<file path="src/rtl/game_session_mux_pkg.sv">
// Shared types and constants for the multi-lane game session controller.
package game_pkg;

    localparam int unsigned COLOR_W = 12;
    localparam int unsigned H_W     = 11;

    typedef enum logic [2:0] {
        S_IDLE,
        S_REGEN,
        S_RUN,
        S_PAUSE,
        S_WIN,
        S_LOSE
    } state_e;

    localparam int unsigned BANNER_IDLE  = 0;
    localparam int unsigned BANNER_PAUSE = 1;
    localparam int unsigned BANNER_WIN   = 2;
    localparam int unsigned BANNER_LOSE  = 3;

    localparam logic [1:0] LED_OFF  = 2'b00;
    localparam logic [1:0] LED_PLAY = 2'b01;
    localparam logic [1:0] LED_WON  = 2'b10;
    localparam logic [1:0] LED_LOST = 2'b11;

    // Index width that stays legal for a single lane.
    function automatic int unsigned idx_width(input int unsigned n);
        return (n > 1) ? $clog2(n) : 1;
    endfunction

endpackage

</file>
<file path="src/rtl/game_session_mux_if.sv">
// Pixel-coordinate to lane-index bus between the mux and its lane decoder.
interface game_session_mux_if #(
    parameter int unsigned N_GAMES = 2
);
    localparam int unsigned IDX_W = game_pkg::idx_width(N_GAMES);

    logic [game_pkg::H_W-1:0] h_coord;
    logic [IDX_W-1:0]         lane_idx;

    modport master (output h_coord, input lane_idx);
    modport slave  (input h_coord, output lane_idx);
endinterface

</file>
<file path="src/rtl/game_session_mux_lane_select.sv">
// Maps a horizontal coordinate to its side-by-side lane using constant thresholds.
module lane_select
    import game_pkg::*;
#(
    parameter int unsigned N_GAMES      = 2,
    parameter int unsigned SCREEN_WIDTH = 800
) (
    game_session_mux_if.slave sel
);

    localparam int unsigned IDX_W  = idx_width(N_GAMES);
    localparam int unsigned LANE_W = SCREEN_WIDTH / N_GAMES;

    logic [IDX_W-1:0] idx_c;

    // Last threshold passed wins; anything past the screen lands on the final lane.
    always_comb begin
        idx_c = '0;
        for (int unsigned k = 1; k < N_GAMES; k++) begin
            if (sel.h_coord >= H_W'(k * LANE_W)) idx_c = IDX_W'(k);
        end
    end

    assign sel.lane_idx = idx_c;

endmodule

</file>
<file path="src/rtl/game_session_mux.sv">
// Session FSM for N side-by-side game lanes plus the registered pixel mux.
module game_session_mux
    import game_pkg::*;
#(
    parameter int unsigned N_GAMES      = 2,
    parameter int unsigned SCREEN_WIDTH = 800,
    parameter int unsigned RATING_WIDTH = 8,
    parameter int unsigned NUM_IMAGES   = 4
) (
    input  logic                          clk,
    input  logic                          arst_n,
    input  logic                          i_btn_start,
    input  logic                          i_btn_pause,
    input  logic [N_GAMES-1:0]            i_game_en,
    input  logic [N_GAMES-1:0]            i_win,
    input  logic [N_GAMES-1:0]            i_lose,
    input  logic [N_GAMES-1:0]            i_ready,
    input  logic [COLOR_W*N_GAMES-1:0]    i_game_rgb,
    input  logic [COLOR_W-1:0]            i_banner_rgb,
    input  logic [H_W-1:0]                i_h_coord,
    input  logic                          i_disp_enbl,
    output logic [COLOR_W-1:0]            o_rgb,
    output logic [N_GAMES-1:0]            o_pause,
    output logic [N_GAMES-1:0]            o_regen,
    output logic [RATING_WIDTH-1:0]       o_rating,
    output logic [$clog2(NUM_IMAGES)-1:0] o_banner_num,
    output logic [2*N_GAMES-1:0]          o_game_state
);

    localparam int unsigned IDX_W    = idx_width(N_GAMES);
    localparam int unsigned BANNER_W = $clog2(NUM_IMAGES);

    state_e                  state_q, state_d;
    logic [N_GAMES-1:0]      mask_q, mask_d, flags_q, flags_d, lost_q, lost_d;
    logic [N_GAMES-1:0]      regen_q, regen_d, pause_q, pause_d;
    logic [RATING_WIDTH-1:0] rating_q, rating_d;
    logic [BANNER_W-1:0]     banner_q, banner_d;
    logic [2*N_GAMES-1:0]    led_q, led_d;
    logic [COLOR_W-1:0]      rgb_q, rgb_d, lane_rgb_c;
    logic                    start_prev_q, pause_prev_q, armed_q;
    logic                    start_edge_c, pause_edge_c, mask_sel_c;
    logic [N_GAMES-1:0]      won_c, lose_c;
    logic [IDX_W-1:0]        lane_idx;

    game_session_mux_if #(.N_GAMES(N_GAMES)) sel_if ();

    assign sel_if.h_coord = i_h_coord;
    assign lane_idx       = sel_if.lane_idx;

    lane_select #(
        .N_GAMES      (N_GAMES),
        .SCREEN_WIDTH (SCREEN_WIDTH)
    ) u_lane_select (
        .sel (sel_if.slave)
    );

    // armed_q masks the first cycle after reset so a held button cannot fake an edge.
    assign start_edge_c = armed_q & i_btn_start & ~start_prev_q;
    assign pause_edge_c = armed_q & i_btn_pause & ~pause_prev_q;
    assign won_c        = flags_q | (i_win & mask_q);
    assign lose_c       = i_lose & mask_q;

    always_ff @(posedge clk or negedge arst_n) begin
        if (!arst_n) begin
            state_q      <= S_IDLE;
            mask_q       <= '0;
            flags_q      <= '0;
            lost_q       <= '0;
            rating_q     <= '0;
            regen_q      <= '0;
            pause_q      <= '1;
            banner_q     <= '0;
            led_q        <= '0;
            rgb_q        <= '0;
            start_prev_q <= 1'b0;
            pause_prev_q <= 1'b0;
            armed_q      <= 1'b0;
        end else begin
            state_q      <= state_d;
            mask_q       <= mask_d;
            flags_q      <= flags_d;
            lost_q       <= lost_d;
            rating_q     <= rating_d;
            regen_q      <= regen_d;
            pause_q      <= pause_d;
            banner_q     <= banner_d;
            led_q        <= led_d;
            rgb_q        <= rgb_d;
            start_prev_q <= i_btn_start;
            pause_prev_q <= i_btn_pause;
            armed_q      <= 1'b1;
        end
    end

    // Next state plus outputs decoded from the next state so they align with state_q.
    always_comb begin
        state_d  = state_q;
        mask_d   = mask_q;
        flags_d  = flags_q;
        lost_d   = lost_q;
        rating_d = rating_q;
        regen_d  = '0;
        pause_d  = '1;
        banner_d = '0;
        led_d    = '0;

        case (state_q)
            S_IDLE: begin
                if (start_edge_c && (|i_game_en)) begin
                    state_d = S_REGEN;
                    mask_d  = i_game_en;
                end
            end
            S_REGEN: begin
                // regen_q is non-zero only during the pulse cycle, so ready is sampled after it.
                if ((regen_q == '0) && (&(i_ready | ~mask_q))) state_d = S_RUN;
            end
            S_RUN: begin
                if (|lose_c) begin
                    state_d = S_LOSE;
                    lost_d  = lose_c;
                end else begin
                    flags_d = won_c;
                    if (&(won_c | ~mask_q)) state_d = S_WIN;
                    else if (pause_edge_c)  state_d = S_PAUSE;
                end
            end
            S_PAUSE: if (start_edge_c) state_d = S_RUN;
            S_WIN: begin
                if (start_edge_c) begin
                    state_d  = S_REGEN;
                    rating_d = (&rating_q) ? rating_q : rating_q + RATING_WIDTH'(1);
                end
            end
            S_LOSE: begin
                if (start_edge_c) begin
                    state_d  = S_REGEN;
                    rating_d = '0;
                end
            end
            default: state_d = S_IDLE;
        endcase

        if ((state_d == S_REGEN) && (state_q != S_REGEN)) begin
            flags_d = '0;
            lost_d  = '0;
            regen_d = mask_d;
        end

        if (state_d == S_RUN) pause_d = ~mask_d;

        case (state_d)
            S_PAUSE: banner_d = BANNER_W'(BANNER_PAUSE);
            S_WIN:   banner_d = BANNER_W'(BANNER_WIN);
            S_LOSE:  banner_d = BANNER_W'(BANNER_LOSE);
            default: banner_d = BANNER_W'(BANNER_IDLE);
        endcase

        for (int unsigned k = 0; k < N_GAMES; k++) begin
            if (state_d == S_LOSE)
                led_d[2*k +: 2] = lost_d[k] ? LED_LOST : LED_OFF;
            else if ((state_d != S_IDLE) && mask_d[k])
                led_d[2*k +: 2] = flags_d[k] ? LED_WON : LED_PLAY;
        end
    end

    // Pixel path: one register stage after the coordinate and colour inputs.
    always_comb begin
        lane_rgb_c = '0;
        mask_sel_c = 1'b0;
        rgb_d      = '0;
        for (int unsigned k = 0; k < N_GAMES; k++) begin
            if (lane_idx == IDX_W'(k)) begin
                lane_rgb_c = i_game_rgb[COLOR_W*k +: COLOR_W];
                mask_sel_c = mask_q[k];
            end
        end
        if (i_disp_enbl) begin
            if (state_q != S_RUN) rgb_d = i_banner_rgb;
            else if (mask_sel_c)  rgb_d = lane_rgb_c;
        end
    end

    assign o_rgb        = rgb_q;
    assign o_pause      = pause_q;
    assign o_regen      = regen_q;
    assign o_rating     = rating_q;
    assign o_banner_num = banner_q;
    assign o_game_state = led_q;

endmodule
</file>
<file path="config.mk">
export PLATFORM = sky130hd
export DESIGN_NAME = game_session_mux
export DESIGN_NICKNAME = d
export VERILOG_FILES = /design/src/rtl/game_session_mux_pkg.sv /design/src/rtl/game_session_mux_if.sv /design/src/rtl/game_session_mux_lane_select.sv /design/src/rtl/game_session_mux.sv
export SDC_FILE = /design/constraint.sdc
export NUM_CORES = 1
export LEC_CHECK = 0
export CAP_MARGIN = 10
export CORE_ASPECT_RATIO = 1.75
export CORE_MARGIN = 1.5
export CORE_UTILIZATION = 35
export DETAILED_ROUTE_END_ITERATION = 8
export GPL_ROUTABILITY_DRIVEN = 0
export MAX_ROUTING_LAYER = met4
export PLACE_DENSITY = 0.78
export SKIP_LAST_GASP = 1
export SLEW_MARGIN = 20
export SYNTH_ARGS = -nofsm -noshare
export SYNTH_HDL_FRONTEND = slang
export SYNTH_HIERARCHICAL = 1
export SYNTH_SLANG_ARGS = --single-unit
export TNS_END_PERCENT = 1
</file>
<file path="constraint.sdc">
create_clock -name clk -period 2.3 [get_ports clk]
set_clock_uncertainty 0.2 [all_clocks]
set_input_delay 0.46 -clock clk [delete_from_list [all_inputs] [get_ports clk]]
set_output_delay 0.46 -clock clk [all_outputs]
set_load 0.005 [all_outputs]
</file>
* Word-level counts from Yosys, hierarchy flattened
Cells that the tools add are included.
Storage, ports and cells: bits of input ports 60, flip-flop bits (word level) 42, output and inout port bits 30
Operators by class: add/subtract/negate cells 1, mux-type cells 37, $lt $le $gt $ge 1, equal/unequal tests 15, reduce and logical (&&, ||, !) cells 16, bitwise gates (word level) 13
Operators with widths (number):
- $mux 12 | 4
- $mux 2 | 18
- $mux 8 | 3
- $mux 3 | 7
- $pmux 8 s2 | 1
- $pmux 3 s5 | 1
- $eq 3x2->1 const B | 4
- $eq 3x3->1 const B | 4
- $ge 11x9->1 const B | 1
- $add 8x1->8 const B | 1
- $reduce_and 8->1 | 1
- $eq 3x1->1 const B | 2
- $ne 2x2->1 const B | 3
- $or 2x2->2 | 3
- $pmux 2 s3 | 1
- $reduce_or 2->1 | 3
- $logic_and 1x1->1 | 5
- $and 1x1->1 | 4
- $and 2x2->2 | 2
- $not 2->2 | 2
- $reduce_and 2->1 | 2
- $reduce_and 4->1 | 1
- $logic_not 3->1 | 1
- $ne 3x1->1 const B | 1
- 6 further kinds | 8

* Longest topological paths before layout
depth after elaboration 13, depth in mapped cells 8, gate-level depth less buffers 7

* Modules after synthesis
Netlist, hierarchy kept.
Modules (own cells, without submodules):
- game_session_mux | cells an instance 202, instances 1, area an instance 2139.6 µm², sequential area each 1053.5 µm²
- lane_select | cells an instance 3, instances 1, area an instance 16.3 µm², sequential area each 0.0 µm²

* Least setup slack after synthesis
Ideal clock, no wire load.
kind reg-to-reg, from reg rating_q[0], in the netlist o_rating[0], to reg rating_q[5], in the netlist o_rating[5], data required time 1978 ps, buffers on the path 1, stages on the path, launching flop included 9, path slack 151 ps, data arrival time 1827 ps, cell sequence dfrtp_1 > ha_1 > nand3_1 > or2_2 > o311ai_1 > buf_2 > nor3_1 > xnor2_1 > nor2_1
On the way: word-level cells in the longest chain between the ends 4
Ends and longest elaborated chain:
- start, declared | line game_session_mux.sv:36 | logic [RATING_WIDTH-1:0] rating_q, rating_d;
- start signal, assigned | line game_session_mux.sv:83 | rating_q <= rating_d;
- $add 8x1->8 | line game_session_mux.sv:132 | rating_d = (&rating_q) ? rating_q : rating_q + RATING_WIDTH'(1);
- $mux 8 | line game_session_mux.sv:132
- $mux 8 | line game_session_mux.sv:130 | if (start_edge_c) begin
- $pmux 8 s2 | line game_session_mux.sv:107 | case (state_q)
Several ways; a longest one is shown, not always the timed one. The select of a mux whose other input is x is not followed. A chain may end at the register's enable or synchronous reset.

* Final worst setup path
from in i_win[0], to reg led_q[2], in the netlist o_game_state[2]
On the way: word-level cells in the longest chain between the ends 13
Ends and longest elaborated chain:
- start, declared | line game_session_mux.sv:15 | input logic [N_GAMES-1:0] i_win,
- $and 2x2->2 * | line game_session_mux.sv:60 | assign won_c = flags_q | (i_win & mask_q);
- $or 2x2->2 * | line game_session_mux.sv:60
- $or 2x2->2 * | line game_session_mux.sv:124 | if (&(won_c | ~mask_q)) state_d = S_WIN;
- $reduce_and 2->1 * | line game_session_mux.sv:124
- $mux 3 * | line game_session_mux.sv:124
- $mux 3 * | line game_session_mux.sv:119 | if (|lose_c) begin
- $pmux 3 s5 * | line game_session_mux.sv:107
- $eq 3x1->1 | line game_session_mux.sv:144 | if ((state_d == S_REGEN) && (state_q != S_REGEN)) begin
- $logic_and 1x1->1 | line game_session_mux.sv:144
- $mux 2 | line game_session_mux.sv:144
- $mux 2 | line game_session_mux.sv:163 | led_d[2*k +: 2] = flags_d[k] ? LED_WON : LED_PLAY;
- $mux 2 | line game_session_mux.sv:162 | else if ((state_d != S_IDLE) && mask_d[k])
- $mux 2 * | line game_session_mux.sv:160 | if (state_d == S_LOSE)
- net led_d[2] | line game_session_mux.sv:38 | logic [2*N_GAMES-1:0] led_q, led_d;
- end signal, assigned | line game_session_mux.sv:87 | led_q <= led_d;
- end, declared | line game_session_mux.sv:38
The timed path passes the listed nets; every way through them passes the cells marked *.

==> results.md <==
* MaxCap Viol Count at 0
* Post-synthesis sequential area ratio at 0.489
* Post-synth cell types at 46
* Clock-pin transition on the worst setup and hold timing paths at 0.08 ns
* Slowest-stage cell, CP: o41ai_1
* Largest net degree at the start of global routing at 29
* Vias/cell at 5.03
* Initial antenna violation count at 0
* Die Area at 0.00666 sq mm
* PwrDens at 865 mW/mm^2
* FMAX at 425 MHz
* Drt wl/cell at 14.6 microns
* Synthesized cell area at 0.00216 sq mm
* Initial core utilization at 0.364
* Cell taking the most area after synthesis: dfrtp_1
* Worst path max stage delay at 0.48 ns
* WP buf/inv at 2
* Asr flop ratio synth at 1.00
* Flops & latches, synth at 42
* Crit-path max FO at 8
* Combinational share of power at 0.492
* Die Y at 107 microns
* Max-slew violations at 0
* HPWL after DPL at 4.53 mm
* Placed Area at 0.00324 sq mm
* Crit path kind: input port to register
* I/O pin count at 90
* Max VDD drop at 0.000486 V
* WP data arrival at 2.39 ns
* Wirelength, routed at 5.74 mm
* Min cycle time layout at 2.35 ns
* Worst path top cell family by delay: compound AO/OA/AOI/OAI gates
* Pwr Total at 2.89 mW
* Synth top area share at 0.464
* Worst Slack Setup Final at -0.0538 ns
* Least-Margin Pin Slew at 0.790 ns
* Synthesized instance count at 205
* Core area at 0.00593 sq mm
* Num CTS Buffers at 5
* First-pass GRT wire length at 9.65 mm
* Syn Nets at 266
* RSZ-0062 raised after global routing: yes
* Ys Warns at 6
* Clock sinks at 42
* Number of H-tree levels at 2
* WP data required at 2.34 ns
* Chip width at 62.3 microns
* Final-report hold violation count at 0
* CTS tree: yes
* Vias in the first global route at 2144
* Skew-Pair Late Insertion Delay at 0.30 ns
* Max Root-Sink Buffers at 2
* FP Rows at 37
* Via count at 1975
* Crit path launch type: input port
* Diodes inserted at 0
* Finished Core Util at 0.564
* CTS Root Cell: clkbuf_8
* Worst hold path type: register to register
* Setup slack at placement at -0.444 ns
* Post-synth EDFFs at 0
* P_sw at 1.02 mW
* Synth Flop Type: dfrtp_1
* Hold_ws at 0.339 ns
* Failing checks: negative setup slack
* Drt initial violations at 37
* Setup violators final at 5
* Drt pass-1 iters at 4
* Post-route ant nets at 0
* Cell Chain, Critical Path: clkdlybuf4s50_1 -> nor3b_2 -> o22ai_1 -> a21oi_2 -> a31oi_2 -> buf_4 -> o41ai_1 -> a32o_1
* Status: finished with violations
* DRC violations left at 0
* Fin area at 0.00334 sq mm
* Gr usage total at 0.192
* Setup Fix Bufs, Post-CTS at 0
* Seq pwr share at 0.349
* Layout cells sized above 1 at 0.203
* PortBufs at 85
* Sw Share at 0.353
* Filler instances at 549
* Crit end category: register
* Layout Area Growth over Synthesis at 55.1%
* Remaining Overflow, GRT at 0
* Mean Syn Cell Area at 10.5 sq um
* Lkg Pwr at 1.47 nW
* Area contributors post-synth: dfrtp_1 46%, mux2_2 6.3%, a22oi_1 4.5%
* Internal Power at 1.87 mW
* Clock Power Share at 0.160
* Final net count at 376
* Worst slew margin at 0.469
* Final period utilization at 1.02
## synth_stat cells, types with 2 or more instances
cell and instances:
dfrtp_1 40, mux2_2 12, nor2_1 12, nor2b_1 14
and3b_1 2, o41ai_1 2, o22ai_1 3, buf_6 4
a21oi_1 8, nor3_1 5, buf_2 4, nor3b_2 2
a32oi_1 2, a31oi_1 2, inv_1 9, a32o_1 2
a22oi_1 13, nor4_1 2, o21ai_0 5, mux2i_1 2
dfstp_2 2, nand3_1 5, or3_1 3, nand2_1 15
xnor2_1 3, and2_1 5, clkbuf_1 5, a21o_1 3
o311ai_1 2
## power by group through the flow
stage          clock network (mW)  registers, mW  logic (mW)
2_1_floorplan                   0           1.01       0.762
3_3_place_gp                    0           1.02        1.38
4_1_cts                     0.472           1.01        1.42
5_1_grt                     0.499           1.03        1.55
3_5_place_dp                    0           1.02        1.41
6_report                    0.461           1.01        1.42
## worst reg2reg max path, stage by stage (launching register included)
cell	delay, ns
dfrtp_1	0.51
nor3b_2	0.25
o22ai_1	0.12
a21oi_2	0.15
a31oi_2	0.05
buf_4	0.18
o41ai_1	0.49
a32o_1	0.25
## placed cells by master (no fill, tap or decap), drive strengths merged, types with 6 or more instances in the layout
master,Yosys,routed
nor2,12,12
a22oi,13,13
nor2b,14,14
a21oi,9,9
clkdlybuf4s50,0,84
dfrtp,40,40
buf,8,31
inv,10,10
nand2,15,15
mux2,12,12
o21ai,6,6
## registers in the layout, indices dropped and copies added (netlist names)
name and count:
start_prev_q 1, o_game_state 4, o_rgb 12, lost_q 2, o_pause 2, state_q 3, o_regen 2, flags_q 2
armed_q 1, o_rating 8, o_banner_num 2, mask_q 2, pause_prev_q 1
## metrics by stage
| step | setup TNS [ns] | instances |
|---|---|---|
| 2_1_floorplan | 0 | 205 |
| 3_3_place_gp | -6.88 | 385 |
| 3_5_place_dp | -8.53 | 385 |
| 4_1_cts | -0.0357 | 393 |
| 5_1_grt | -0.724 | 393 |
| 6_report | -0.114 | 393 |
## layer usage
| metal | up-vias | wire length (microns) | GRT usage |
|---|---|---|---|
| li1 | 943 | - | - |
| met1 | 950 | 1990 | 0.182 |
| met2 | 68 | 3290 | 0.369 |
| met3 | 14 | 277 | 0.0388 |
| met4 | 0 | 177 | 0.0857 |
| met5 | - | 0 | - |
## what timing repair did
action | in CTS | in global routing
hold buffers | 1 | 0
hold endpoints to repair | 24 | 0
gates resized for setup | 1 | 1
setup endpoints to repair | 14 | 18
## kinds of logic after synthesis
kind of cell    share of synthesized area
mux                                0.0720
fa+ha+maj                         0.00580
flops                               0.489
compound gates                      0.171
buf+inv                            0.0563
other cells                       0.00174
xor+xnor                           0.0122
simple gates                        0.192
## final timing paths
check | from | to | slack [ns] | cells after the start
max | i_win[0] | o_game_state[2]$_DFF_PN0_ | -0.05 | 8
min | lost_q[0]$_DFF_PN0_ | lost_q[0]$_DFF_PN0_ | 0.34 | 2
max reg2reg | mask_q[1]$_DFF_PN0_ | o_game_state[2]$_DFF_PN0_ | 0.05 | 7
min reg2reg | lost_q[0]$_DFF_PN0_ | lost_q[0]$_DFF_PN0_ | 0.34 | 2
max in group asynchronous | arst_n | o_regen[0]$_DFF_PN0_ | 0.84 | 3
min in group asynchronous | arst_n | o_game_state[1]$_DFF_PN0_ | 0.50 | 2
## cell type report
| cell class | instances | area, sq um | area share |
|---|---|---|---|
| well taps | 78 | 97.6 | 0.0292 |
| clock inverters | 2 | 15.0 | 0.00449 |
| multi-input cells | 140 | 991 | 0.296 |
| repair buffers | 116 | 1080 | 0.323 |
| flip-flops and latches | 42 | 1050 | 0.315 |
| inverters | 10 | 37.5 | 0.0112 |
| clock buffers | 5 | 68.8 | 0.0206 |
Power figures use the tool's default switching activity.
